**src/rtl/fp32_pkg.sv**
```systemverilog
// Shared fp32 constants and types for the wavelet datapath arithmetic blocks.
// The divider state enum lives here so checkers can bind to it by type.
package fp32_pkg;

  localparam int          EXP_W        = 8;
  localparam int          MANT_W       = 23;
  localparam int          FP32_BIAS    = 127;
  localparam int          FP32_EXP_MAX = 255;
  localparam logic [31:0] FP32_QNAN    = 32'h7FC00000;

  typedef enum logic [1:0] {
    ST_IDLE  = 2'd0,
    ST_DIV   = 2'd1,
    ST_ROUND = 2'd2
  } div_state_e;

endpackage

```
**src/rtl/fp32_classify.sv**
```systemverilog
// Combinational zero/inf/NaN classification of one fp32 operand.
// An all-zero exponent field counts as zero, so denormals are flushed.
module fp32_classify
  import fp32_pkg::*;
(
  input  logic [EXP_W-1:0]  exp_f,
  input  logic [MANT_W-1:0] frac_f,
  output logic              is_zero,
  output logic              is_inf,
  output logic              is_nan
);

  always_comb begin
    is_zero = (exp_f == '0);
    is_inf  = (exp_f == '1) && (frac_f == '0);
    is_nan  = (exp_f == '1) && (frac_f != '0);
  end

endmodule

```
**src/rtl/fp32_div.sv**
```systemverilog
// Iterative fp32 divider: restoring division, one quotient bit per cycle,
// fixed 28-cycle latency, round to nearest even, one operation in flight.
//
// Handshake: an operand pair transfers on a rising edge where valid_din and
// ready are both 1; valid_din while ready is 0 is dropped silently. valid_out
// is a one-cycle pulse and result/dz_flag hold until the next completion.
module fp32_div
  import fp32_pkg::*;
(
  input  logic        clk,
  input  logic        rst,
  input  logic [31:0] dina,
  input  logic [31:0] dinb,
  input  logic        valid_din,
  output logic        ready,
  output logic [31:0] result,
  output logic        valid_out,
  output logic        dz_flag
);

  div_state_e state_q, state_d;

  logic [4:0]        cnt_q, cnt_d;
  logic [24:0]       rem_q, rem_d;
  logic [23:0]       dvs_q, dvs_d;
  logic [25:0]       quo_q, quo_d;
  logic signed [9:0] exp_q, exp_d;
  logic              sign_q, sign_d;
  logic              spec_q, spec_d;
  logic [31:0]       spec_res_q, spec_res_d;
  logic              spec_dz_q, spec_dz_d;
  logic [31:0]       result_q, result_d;
  logic              valid_out_q, valid_out_d;
  logic              dz_flag_q, dz_flag_d;

  logic a_zero, a_inf, a_nan;
  logic b_zero, b_inf, b_nan;

  logic              rem_ge;
  logic [23:0]       rem_sub;
  logic [22:0]       frac_n;
  logic              guard, sticky, rnd_up;
  logic [23:0]       frac_r;
  logic signed [9:0] exp_n, exp_r;
  logic [31:0]       packed_res;

  fp32_classify u_cls_a (
    .exp_f  (dina[30:23]),
    .frac_f (dina[22:0]),
    .is_zero(a_zero),
    .is_inf (a_inf),
    .is_nan (a_nan)
  );

  fp32_classify u_cls_b (
    .exp_f  (dinb[30:23]),
    .frac_f (dinb[22:0]),
    .is_zero(b_zero),
    .is_inf (b_inf),
    .is_nan (b_nan)
  );

  // State register
  always_ff @(posedge clk) begin
    if (rst) state_q <= ST_IDLE;
    else     state_q <= state_d;
  end

  // Next-state logic
  always_comb begin
    state_d = state_q;
    case (state_q)
      ST_IDLE:  if (valid_din) state_d = ST_DIV;
      ST_DIV:   if (cnt_q == 5'd0) state_d = ST_ROUND;
      ST_ROUND: state_d = ST_IDLE;
      default:  state_d = ST_IDLE;
    endcase
  end

  // Output logic
  always_comb begin
    ready     = (state_q == ST_IDLE);
    result    = result_q;
    valid_out = valid_out_q;
    dz_flag   = dz_flag_q;
  end

  always_ff @(posedge clk) begin
    if (rst) begin
      result_q    <= '0;
      valid_out_q <= 1'b0;
      dz_flag_q   <= 1'b0;
    end else begin
      result_q    <= result_d;
      valid_out_q <= valid_out_d;
      dz_flag_q   <= dz_flag_d;
    end
  end

  always_ff @(posedge clk) begin
    cnt_q      <= cnt_d;
    rem_q      <= rem_d;
    dvs_q      <= dvs_d;
    quo_q      <= quo_d;
    exp_q      <= exp_d;
    sign_q     <= sign_d;
    spec_q     <= spec_d;
    spec_res_q <= spec_res_d;
    spec_dz_q  <= spec_dz_d;
  end

  // Normalise, round and pack from the finished quotient/remainder.
  // The quotient lies in (0.5, 2), so either q[25] or q[24] is the leading one.
  always_comb begin
    if (quo_q[25]) begin
      frac_n = quo_q[24:2];
      guard  = quo_q[1];
      sticky = quo_q[0] | (rem_q != '0);
      exp_n  = exp_q;
    end else begin
      frac_n = quo_q[23:1];
      guard  = quo_q[0];
      sticky = (rem_q != '0);
      exp_n  = exp_q - 10'sd1;
    end
    rnd_up = guard & (sticky | frac_n[0]);
    // A carry out of the fraction leaves frac_r[22:0] at zero, i.e. mantissa 1.0.
    frac_r = {1'b0, frac_n} + {23'd0, rnd_up};
    exp_r  = exp_n + 10'(frac_r[23]);
    if (int'(exp_r) >= FP32_EXP_MAX)
      packed_res = {sign_q, 8'hFF, 23'd0};
    else if (int'(exp_r) <= 0)
      packed_res = {sign_q, 31'd0};
    else
      packed_res = {sign_q, exp_r[7:0], frac_r[22:0]};
  end

  // Datapath: operand capture, restoring iteration, result registration.
  always_comb begin
    cnt_d       = cnt_q;
    rem_d       = rem_q;
    dvs_d       = dvs_q;
    quo_d       = quo_q;
    exp_d       = exp_q;
    sign_d      = sign_q;
    spec_d      = spec_q;
    spec_res_d  = spec_res_q;
    spec_dz_d   = spec_dz_q;
    result_d    = result_q;
    valid_out_d = 1'b0;
    dz_flag_d   = dz_flag_q;

    rem_ge  = (rem_q >= {1'b0, dvs_q});
    rem_sub = rem_ge ? 24'(rem_q - {1'b0, dvs_q}) : rem_q[23:0];

    case (state_q)
      ST_IDLE: begin
        if (valid_din) begin
          sign_d = dina[31] ^ dinb[31];
          exp_d  = 10'(int'(dina[30:23]) - int'(dinb[30:23]) + FP32_BIAS);
          rem_d  = {2'b01, dina[22:0]};
          dvs_d  = {1'b1, dinb[22:0]};
          quo_d  = '0;
          cnt_d  = 5'd25;
          spec_dz_d = 1'b0;
          if (a_nan || b_nan || (a_zero && b_zero) || (a_inf && b_inf)) begin
            spec_d     = 1'b1;
            spec_res_d = FP32_QNAN;
          end else if (a_inf || b_zero) begin
            spec_d     = 1'b1;
            spec_res_d = {dina[31] ^ dinb[31], 8'hFF, 23'd0};
            spec_dz_d  = b_zero && !a_inf;
          end else if (a_zero || b_inf) begin
            spec_d     = 1'b1;
            spec_res_d = {dina[31] ^ dinb[31], 31'd0};
          end else begin
            spec_d     = 1'b0;
            spec_res_d = '0;
          end
        end
      end
      ST_DIV: begin
        quo_d = {quo_q[24:0], rem_ge};
        rem_d = {rem_sub, 1'b0};
        if (cnt_q != 5'd0) cnt_d = cnt_q - 5'd1;
      end
      ST_ROUND: begin
        result_d    = spec_q ? spec_res_q : packed_res;
        dz_flag_d   = spec_q & spec_dz_q;
        valid_out_d = 1'b1;
      end
      default: ;
    endcase
  end

endmodule
```
**config.mk**
```make
export PLATFORM = sky130hd
export DESIGN_NAME = fp32_div
export DESIGN_NICKNAME = d
export VERILOG_FILES = /design/src/rtl/fp32_pkg.sv /design/src/rtl/fp32_classify.sv /design/src/rtl/fp32_div.sv
export SDC_FILE = /design/constraint.sdc
export NUM_CORES = 1
export LEC_CHECK = 0
export CELL_PAD_IN_SITES_DETAIL_PLACEMENT = 1
export CELL_PAD_IN_SITES_GLOBAL_PLACEMENT = 2
export CORE_MARGIN = 3
export CORE_UTILIZATION = 24
export DETAILED_ROUTE_END_ITERATION = 16
export PLACE_DENSITY = 0.62
export SLEW_MARGIN = 20
export SYNTH_ARGS = -nofsm -noshare
export SYNTH_HDL_FRONTEND = slang
export SYNTH_SLANG_ARGS = --single-unit
```
**constraint.sdc**
```tcl
create_clock -name clk -period 5.95 [get_ports clk]
set_input_delay 0.8925 -clock clk [delete_from_list [all_inputs] [get_ports clk]]
set_output_delay 0.8925 -clock clk [all_outputs]
set_load 0.005 [all_outputs]
```
==> metrics.md, run 1 <==
| Metric | Value |
|---|---|
| CTS sink cnt | 131 |
| Die W | 194 um |
| Vias/cell | 4.78 |
| Die area | 37500 um^2 |
| Max cap viols | 0 |
| Number of DRC violations after detailed-routing iteration 0 | 333 |
| Layout cell share with drive strength beyond 1 | 0.0655 |
| Postcts setup bufs | 0 |
| Clock-pin transition on the worst setup and hold timing paths | 60 ps |
| Dpl cell area | 9980 um^2 |
| Post-synth EDFFs | 95 |
| Peak VDD IR | 0.218 mV |
| Seq cells post-synth | 131 |
| Hold Path Class | reg2reg |
| Cells after Synth | 882 |
| Crit path launch type | flop |
| Power, Total | 2.97 mW |
| Ys flop type | edfxtp_1 |
| Io pins | 102 |
| Sequential area share after synthesis | 0.422 |
| Clk_skew | 13.5 ps |
| Hpwl dp | 19.0 mm |
| CTS max path bufs | 2 |
| RSZ-0062 raised after global routing | false |
| CP Max Fanout | 22 |
| Final-layout fill cell count | 3948 |
| Cts bufs inserted | 17 |
| Mapped Area | 8460 um^2 |
| Syn Nets | 988 |
| Leading area contributor after synthesis | edfxtp_1 |
| Cts repair resizes | 0 |
| Crit Path Class | reg2reg |
| Routed Antenna Nets | 0 |
| DRC violations left | 0 |
| GRT Overall Usage | 0.133 |
| Std-Cell Rows | 68 |
| Tmin final | 5130 ps |
| Input/output buffers | 101 |
| ANT cells | 0 |
| Worst-Skew Late Latency | 440 ps |
| Fin. Hold Viols | 0 |
| Post-synth top area share | 0.337 |
| H-tree depth | 4 |
| Placed Cells incl. Taps | 1416 |
| Remaining Overflow, GRT | 0 |
| Synthesized area per cell | 9.59 um^2 |
| Critical Path AT | 5500 ps |
| Max incr delay on CP | 720 ps |
| Worst rel slew slack | 0.322 |
| YS warnings | 0 |
| Multi-input logic area | 4530 um^2 |
| Worst EP required | 6330 ps |
| Largest cells by area after synthesis | edfxtp_1 34%, dfxtp_1 8.5%, ha_1 5.5% |
| Final setup viols | 0 |
| Finished Layout Cells | 1448 |
| Leakage | 3.83 nW |
| Hold-fix buffers, CTS | 0 |
| Fin crit share | 0.861 |
| Setup total negative slack | 0 ps |
| CP Cell Sequence | buf_4, mux2i_1, nor4bb_1, and4_1, nand2_1, nor4b_1, ha_1, ha_1, nand2_1, o21ai_1, and3_2, or4_1, a21oi_1, a311o_1, nor4_4, buf_4, a22o_1 |
| GP Congestion | 0.784 |
| Max frequency | 195 MHz |
| Final Max Slew Viols | 0 |
| Vias | 6924 |
| CORE AREA | 34600 um^2 |
| Pin count of the biggest net entering global routing | 48 |
| Number of global-route vias before repair | 7149 |
| Slowest CP cell | edfxtp_1 |
| Area grow syn2layout | 25.1% |
| Register cell area after layout | 3570 um^2 |
| Cell area after layout | 10600 um^2 |
| Cell variety after synth | 73 |
| Outcome | completed |
| Nets | 1086 |
| Routed WL per cell | 17.3 um |
| Worst Tran Pin Value | 1010 ps |
| First-pass GRT wire length | 40.1 mm |
| Die Y | 194 um |
| Routed WL | 25.0 mm |
| Initial antenna violation count | 0 |
| CTS tree | done |
| Post-synth ARST share | 0 |
| Initial Utilization | 0.244 |
| Power per cell area | 281 nW/um^2 |
| First-pass DRT Iterations | 4 |
| Root Buffer | clkbuf_16 |
| Element type at the critical path end | flop |
critical path: cells and delay by family (launching register included):
| kind | cells | cell delay [ps] |
|---|---|---|
| simple gates | 8 | 2190 |
| compound gates | 4 | 960 |
| flops | 1 | 720 |
| buf+inv | 2 | 590 |
| fa+ha+maj | 2 | 470 |
| mux | 1 | 110 |
logic make-up after synthesis:
group                    synth area share
AND/OR/NAND/NOR                     0.209
flip-flops                          0.422
multiplexers                       0.0351
adder cells (fa/ha/maj)            0.0595
AO/OA/AOI/OAI                       0.158
buffers and inverters              0.0435
XOR/XNOR                           0.0722
where the power goes:
part / internal, mW / switching (mW) / total, mW
sequential: 1.08 / 0.0815 / 1.16
combinational: 0.304 / 0.424 / 0.728
clock: 0.659 / 0.426 / 1.08
metal layers:
layer / part of all wire / vias to the layer above / GRT usage
met3: 0.027 / 18 / 0.0224
met4: 0.011 / 0 / 0.0378
met1: 0.49 / 3357 / 0.181
li1: - / 3459 / -
met2: 0.47 / 90 / 0.220
met5: 0 / - / 0
state kept, by name (all words and copies together), names as in the netlist:
signal,flops
spec_dz_q,1
valid_out,1
dvs_q,23
sign_q,1
rem_q,25
quo_q,26
spec_q,1
dz_flag,1
exp_q,10
result,32
state_q,2
cnt_q,5
spec_res_q,3
worst paths after layout:
kind	startpoint	end	cells after the start	slack, ps
max	quo_q[25]	result[9]	17	820
min	dz_flag	dz_flag	2	460
max reg2reg	quo_q[25]	result[9]	17	820
min reg2reg	dz_flag	dz_flag	2	460
cells in the final DEF (no fill, tap or decap), types with 17 or more instances in the layout:
cell and count:
a21oi_1 33, a22o_1 22, a31oi_1 25, and2_1 27, clkbuf_16 20, clkdlybuf4s50_1 101
dfxtp_1 36, edfxtp_1 95, ha_1 37, inv_1 57, mux2i_1 24, nand2_1 84
nand3_1 30, nand4_1 20, nor2_1 62, nor3_1 17, nor4_1 22, o21ai_0 28
xnor2_1 37, xor2_1 30
final cells by class:
| cell class | instances | share of cell area |
|---|---|---|
| clock buffers | 24 | 0.0497 |
| clock inverters | 8 | 0.00662 |
| inverters | 57 | 0.0202 |
| multi-input cells | 660 | 0.428 |
| flip-flops and latches | 131 | 0.338 |
| well taps | 455 | 0.0538 |
| repair buffers | 113 | 0.104 |
per-stage QoR:
stage,worst slack [ps],utilization,hold WS [ps]
4_1_cts,763,0.306,464
3_3_place_gp,1090,0.288,454
5_1_grt,369,0.306,489
3_5_place_dp,799,0.288,460
2_1_floorplan,1550,-,442
6_report,825,0.306,464
cells in the mapped netlist, types with 25 or more instances:
library cell   n
and2_1        27
dfxtp_1       36
xor2_1        30
nand2_1       85
edfxtp_1      95
a31oi_1       25
nor2_1        62
xnor2_1       37
o21ai_0       28
clkbuf_1      25
nand3_1       30
ha_1          37
inv_1         57
a21oi_1       33
Note: power is estimated with default switching activity, not from simulation.
==> run 2, diff against run 1 <==
--- a/config.mk
+++ b/config.mk
@@ -6,11 +6,11 @@
 export NUM_CORES = 1
 export LEC_CHECK = 0
 export CELL_PAD_IN_SITES_DETAIL_PLACEMENT = 1
-export CELL_PAD_IN_SITES_GLOBAL_PLACEMENT = 2
+export CELL_PAD_IN_SITES_GLOBAL_PLACEMENT = 1
 export CORE_MARGIN = 3
 export CORE_UTILIZATION = 24
 export DETAILED_ROUTE_END_ITERATION = 16
-export PLACE_DENSITY = 0.62
+export PLACE_DENSITY = 0.53
 export SLEW_MARGIN = 20
 export SYNTH_ARGS = -nofsm -noshare
 export SYNTH_HDL_FRONTEND = slang
==> metrics.md, run 2 (synthesis gave the netlist of run 1 again) <==
| Metric | Value |
|---|---|
| Outcome | completed |
| Nets | 1085 |
| Cts bufs inserted | 17 |
| Routed Antenna Nets | 0 |
| Worst-Skew Late Latency | 440 ps |
| Std-Cell Rows | 68 |
| Setup total negative slack | 0 ps |
| Clock-pin transition on the worst setup and hold timing paths | 70 ps |
| Power, Total | 2.88 mW |
| Top Metal Used | met4 |
| H-tree depth | 4 |
| Register cell area after layout | 3570 um^2 |
| Cell area after layout | 10500 um^2 |
| Final Max Slew Viols | 0 |
| Hold-fix buffers, CTS | 0 |
| RSZ-0062 raised after global routing | false |
| Root Buffer | clkbuf_16 |
| CTS max path bufs | 2 |
| Number of global-route vias before repair | 7230 |
| Leakage | 3.79 nW |
| Vias | 6925 |
| Routed WL | 24.4 mm |
| Fin crit share | 0.839 |
| Worst reg-to-reg path cell count | 18 |
| GP Congestion | 0.798 |
| Worst EP required | 6340 ps |
| Fin. Hold Viols | 0 |
| CORE AREA | 34600 um^2 |
| Worst hold stages | 2 |
| Final setup viols | 0 |
| Met2 wire len | 11.4 mm |
| M1 WL | 12.0 mm |
| Die Y | 194 um |
| Dpl cell area | 9980 um^2 |
| Vias/cell | 4.79 |
| Critical Path AT | 5380 ps |
| Initial antenna violation count | 0 |
| Die area | 37500 um^2 |
| Remaining Overflow, GRT | 0 |
| Input/output buffers | 101 |
| Hold Path Class | reg2reg |
| Peak VDD IR | 0.202 mV |
| Worst Tran Pin Value | 1110 ps |
| Area grow syn2layout | 24.5% |
| Final Hold Slack | 477 ps |
| CTS tree | done |
| ANT cells | 0 |
| Max frequency | 200 MHz |
| Clk_skew | 12.0 ps |
| Layout cell share with drive strength beyond 1 | 0.0685 |
| Element type at the critical path end | flop |
| Number of DRC violations after detailed-routing iteration 0 | 287 |
| First-pass DRT Iterations | 4 |
| Io pins | 102 |
| Max reg flops | 32 |
| Worst rel slew slack | 0.261 |
| Hpwl dp | 18.8 mm |
| Final worst slack | 958 ps |
| Multi-input logic area | 4530 um^2 |
| Met3 WL | 757 um |
| Postcts setup bufs | 0 |
| Most frequent cells in the layout | 101 x clkdlybuf4s50_1, 95 x edfxtp_1, 84 x nand2_1 |
| Power per cell area | 274 nW/um^2 |
| Pin count of the biggest net entering global routing | 49 |
| First-pass GRT wire length | 39.3 mm |
| GRT Overall Usage | 0.129 |
| Die W | 194 um |
| Cts repair resizes | 0 |
| Final-layout fill cell count | 3958 |
| Initial Utilization | 0.244 |
| Commonest non-fill, non-tap cell in the layout | clkdlybuf4s50_1 |
| Max cap viols | 0 |
| Post-Place Worst Slack | 944 ps |
| Routed WL per cell | 16.9 um |
| Crit Path Class | reg2reg |
| CTS sink cnt | 131 |
| DRC violations left | 0 |
| Crit path launch type | flop |
| Tmin final | 4990 ps |
| CP Max Fanout | 22 |
## run 2: power breakdown
group / internal, mW / leakage (nW) / total [mW] / switching (mW)
registers: 1.08 / 1.22 / 1.16 / 0.0801
logic: 0.303 / 2.30 / 0.721 / 0.418
clock network: 0.543 / 0.264 / 1.00 / 0.461
total: 1.92 / 3.79 / 2.88 / 0.960
## run 2: final timing paths
check	from	to	slack, ps
worst min register to register	result[23]	result[23]	480
worst max register to register	quo_q[25]	result[6]	960
worst min-delay path	result[23]	result[23]	480
worst max-delay path	quo_q[25]	result[6]	960
## run 2: cell type report
type / instances / area share
multi-input combinational: 660 / 0.430
inverter: 57 / 0.0203
sequential: 131 / 0.339
tap: 455 / 0.0541
clock buffer: 17 / 0.0404
clock inverter: 15 / 0.0119
timing repair buffer: 112 / 0.104
## run 2: stage by stage
| step | instances | utilization |
|---|---|---|
| after global placement | 1415 | 0.288 |
| final | 1447 | 0.304 |
| after CTS | 1447 | 0.304 |
| after floorplan | 882 | - |
| after global routing | 1447 | 0.304 |
| after detailed placement | 1415 | 0.288 |
## run 2: layer usage
metal,up-vias,global-route usage
met5,-,0
met1,3341,0.172
met4,0,0.0346
met3,14,0.0240
li1,3470,-
met2,100,0.216
## run 2: critical path: stages (launching register included)
cell and delay [ps]:
edfxtp_1 740, nand2_1 170, a2111oi_2 520, nand3_1 250, nor3_2 220, buf_4 170, nand2_1 80, nor4b_1 370
ha_1 240, ha_1 210, nand2_1 70, o21ai_1 360, and3_2 320, or4_1 130, a21oi_1 80, a311o_1 320
nor4_4 210, buf_4 300, a22o_1 170
==> RTL edit, RTL diff (config.mk and constraints of run 1) <==
The 3 states of `div_state_e` get a one-hot encoding in 3 bits.
--- a/src/rtl/fp32_pkg.sv
+++ b/src/rtl/fp32_pkg.sv
@@ -10,6 +10,6 @@
 
-  typedef enum logic [1:0] {
-    ST_IDLE  = 2'd0,
-    ST_DIV   = 2'd1,
-    ST_ROUND = 2'd2
+  typedef enum logic [2:0] {
+    ST_IDLE  = 3'b001,
+    ST_DIV   = 3'b010,
+    ST_ROUND = 3'b100
   } div_state_e;
Check against the original RTL: no difference found for any inputs over 10 cycles, from zero or initial values and one cycle with rst high; not proved beyond that.
==> RTL edit against run 1 <==
Sequential cell count up 1. Routed wire length down 4.6%. Power decreased by 3.0%. Fmax increased by 1.3%. Die area decreased by 0.55%. Synthesized cell count did not move. Area after synthesis fell by 0.56%. Final area is 0.14% lower. Setup slack improved by 0.068 ns.
==> RTL edit: results (changes against run 1) <==
- Status: completed
- Post-synthesis sequential area ratio: 42.7% (+0.48 points)
- Reg2reg path depth: 13 (-4)
- Hold Crit Start: result[0]
- Fill cell count: 3,924 (-0.61%)
- Placed cell areas: 0.00989 sq mm (-0.90%)
- Synthesized Nets: 988 (unchanged)
- FF-to-FF End: result[4]
- CP Max Fanout: 22 (unchanged)
- Number of port buffers: 101 (unchanged)
- Commonest cells in the netlist: 95 x edfxtp_1, 82 x nand2_1, 72 x nor2_1
- Total number of vias: 6,697 (-3.3%)
- Setup slack, reg-to-reg: 0.89 ns (+0.07 ns)
- Vias in the first global route: 7,053 (-1.3%)
- Dominant cells by area after synthesis: edfxtp_1 34%, dfxtp_1 8.8%, ha_1 5.5%
- Tot GR Track Use: 12.9% (-0.41 points)
- Share of cells above drive strength 1: 8.31% (+1.8 points)
- Nets@finish: 1,080 (-0.55%)
- First-pass GRT wire length: 38,800 microns (-3.2%)
- Mux cell area share after synthesis: 4.11% (+0.60 points)
- Fraction of the mapped netlist area in adder cells: 5.98% (+0.034 points)
- Clock slew at reported path FFs: 0.06 ns (about the same)
- Clk_lat worst skew: 0.43 ns
- P_leak: 3.95 nW (+3.1%)
- Largest net degree at the start of global routing: 65 (+35%)
- Worst hold margin: 0.446 ns (-0.0186 ns)
- Number of DRC markers in iteration 0: 305 (-8.4%)
- DP Worst Slack: 0.847 ns (+0.0479 ns)
- Post-synth EDFFs: 95 (unchanged)
- Initial antenna violation count: 0 (unchanged)
- Post-synthesis compound-gate area fraction: 15.4% (-0.36 points)
- Final GP Congestion: 0.763 (-2.7%)
- Share of synthesized registers carrying an async set or reset: 0% (unchanged)
- WP data arrival: 5.34 ns (-0.16 ns)
- Clock skew: 0.00931 ns (-0.00420 ns)
- DP HPWL: 18,100 microns (-4.7%)
- Fraction of synthesized cell area in xor and xnor cells: 7.60% (+0.38 points)
- Hold worst-path end: result[0]
- Sw Pwr: 0.000790 W (-15%)
- N_diodes: 0 (unchanged)
- Final wirelength: 23,800 microns (-4.6%)
- # Post-CTS Setup Buffers: 0 (unchanged)
- Worst IR Drop VDD: 0.000205 V (-5.8%)
- TritonCTS Buffers: 17 (unchanged)
- Worst slew margin: 32.7% (+0.50 points)
==> RTL edit: cell count changes in the layout (fill, tap and decap cells not counted), sizes merged, moves of 6 or more <==
cell,before,now
a21oi,33,65
a31oi,25,2
a22o,22,0
nor2,62,72
o21ai,32,40
nand4,20,13
a2bb2oi,6,0
mux2i,24,30
nor2b,13,7
==> RTL edit: how the worst max path moves through the flow <==
stage / endpoint / slack, ns
2_1_floorplan: result[23] / 1.61
3_3_place_gp: result[4] / 1.01
3_5_place_dp: result[4] / 0.85
4_1_cts: result[4] / 0.80
5_1_grt: result[4] / 0.32
6_report: result[4] / 0.89
==> RTL edit: cell type report <==
class / count / area, sq um / area share (%)
Multi-Input combinational cell: 662 / 4480 / 42.4
Sequential cell: 132 / 3590 / 34.0
Timing Repair Buffer: 108 / 1060 / 10.1
Tap cell: 448 / 561 / 5.31
Clock buffer: 19 / 443 / 4.19
Clock inverter: 13 / 228 / 2.16
Inverter: 53 / 199 / 1.88
==> RTL edit: through the flow <==
stage | instances | power [W]
final | 1435 | 0.00288
after global routing | 1435 | 0.00304
after CTS | 1435 | 0.00293
after detailed placement | 1403 | 0.00168
after global placement | 1403 | 0.00168
after floorplan | 882 | 0.00150
==> RTL edit: critical path, cell delays in order, from the launching register on <==
cell and delay [ns]:
edfxtp_1 0.53, nand2b_1 0.25, a2111oi_0 0.82, and4_1 0.47
and3_1 0.28, and3b_1 0.20, ha_1 0.17, ha_1 0.25
nand3_1 0.18, or2_0 0.28, o31a_1 0.30, o311a_2 0.46
nand2_2 0.54, o31ai_1 0.17
==> RTL edit: cell families (layout without fill, tap and decap cells) <==
logic type / count (synthesis) / count (layout)
multiplexers: 34 / 34
AND/OR/NAND/NOR: 328 / 328
buffers and inverters: 88 / 193
AO/OA/AOI/OAI: 188 / 188
flip-flops: 132 / 132
adder cells (fa/ha/maj): 39 / 39
XOR/XNOR: 73 / 73
==> RTL edit: power groups by stage <==
stage	sequential (W)	combinational [W]	clock, W
after floorplan	0.00111	0.000393	0
after global placement	0.00113	0.000551	0
after detailed placement	0.00113	0.000552	0
after CTS	0.00111	0.000556	0.00126
after global routing	0.00112	0.000621	0.00129
final	0.00111	0.000547	0.00122
==> RTL edit: routing by layer <==
layer,global-route usage [%],up-vias,part of all wire [%]
met5,0,-,0
met4,3.21,0,1.0
met3,2.31,13,2.8
met2,20.8,97,45
met1,18.0,3191,51
li1,-,3396,-
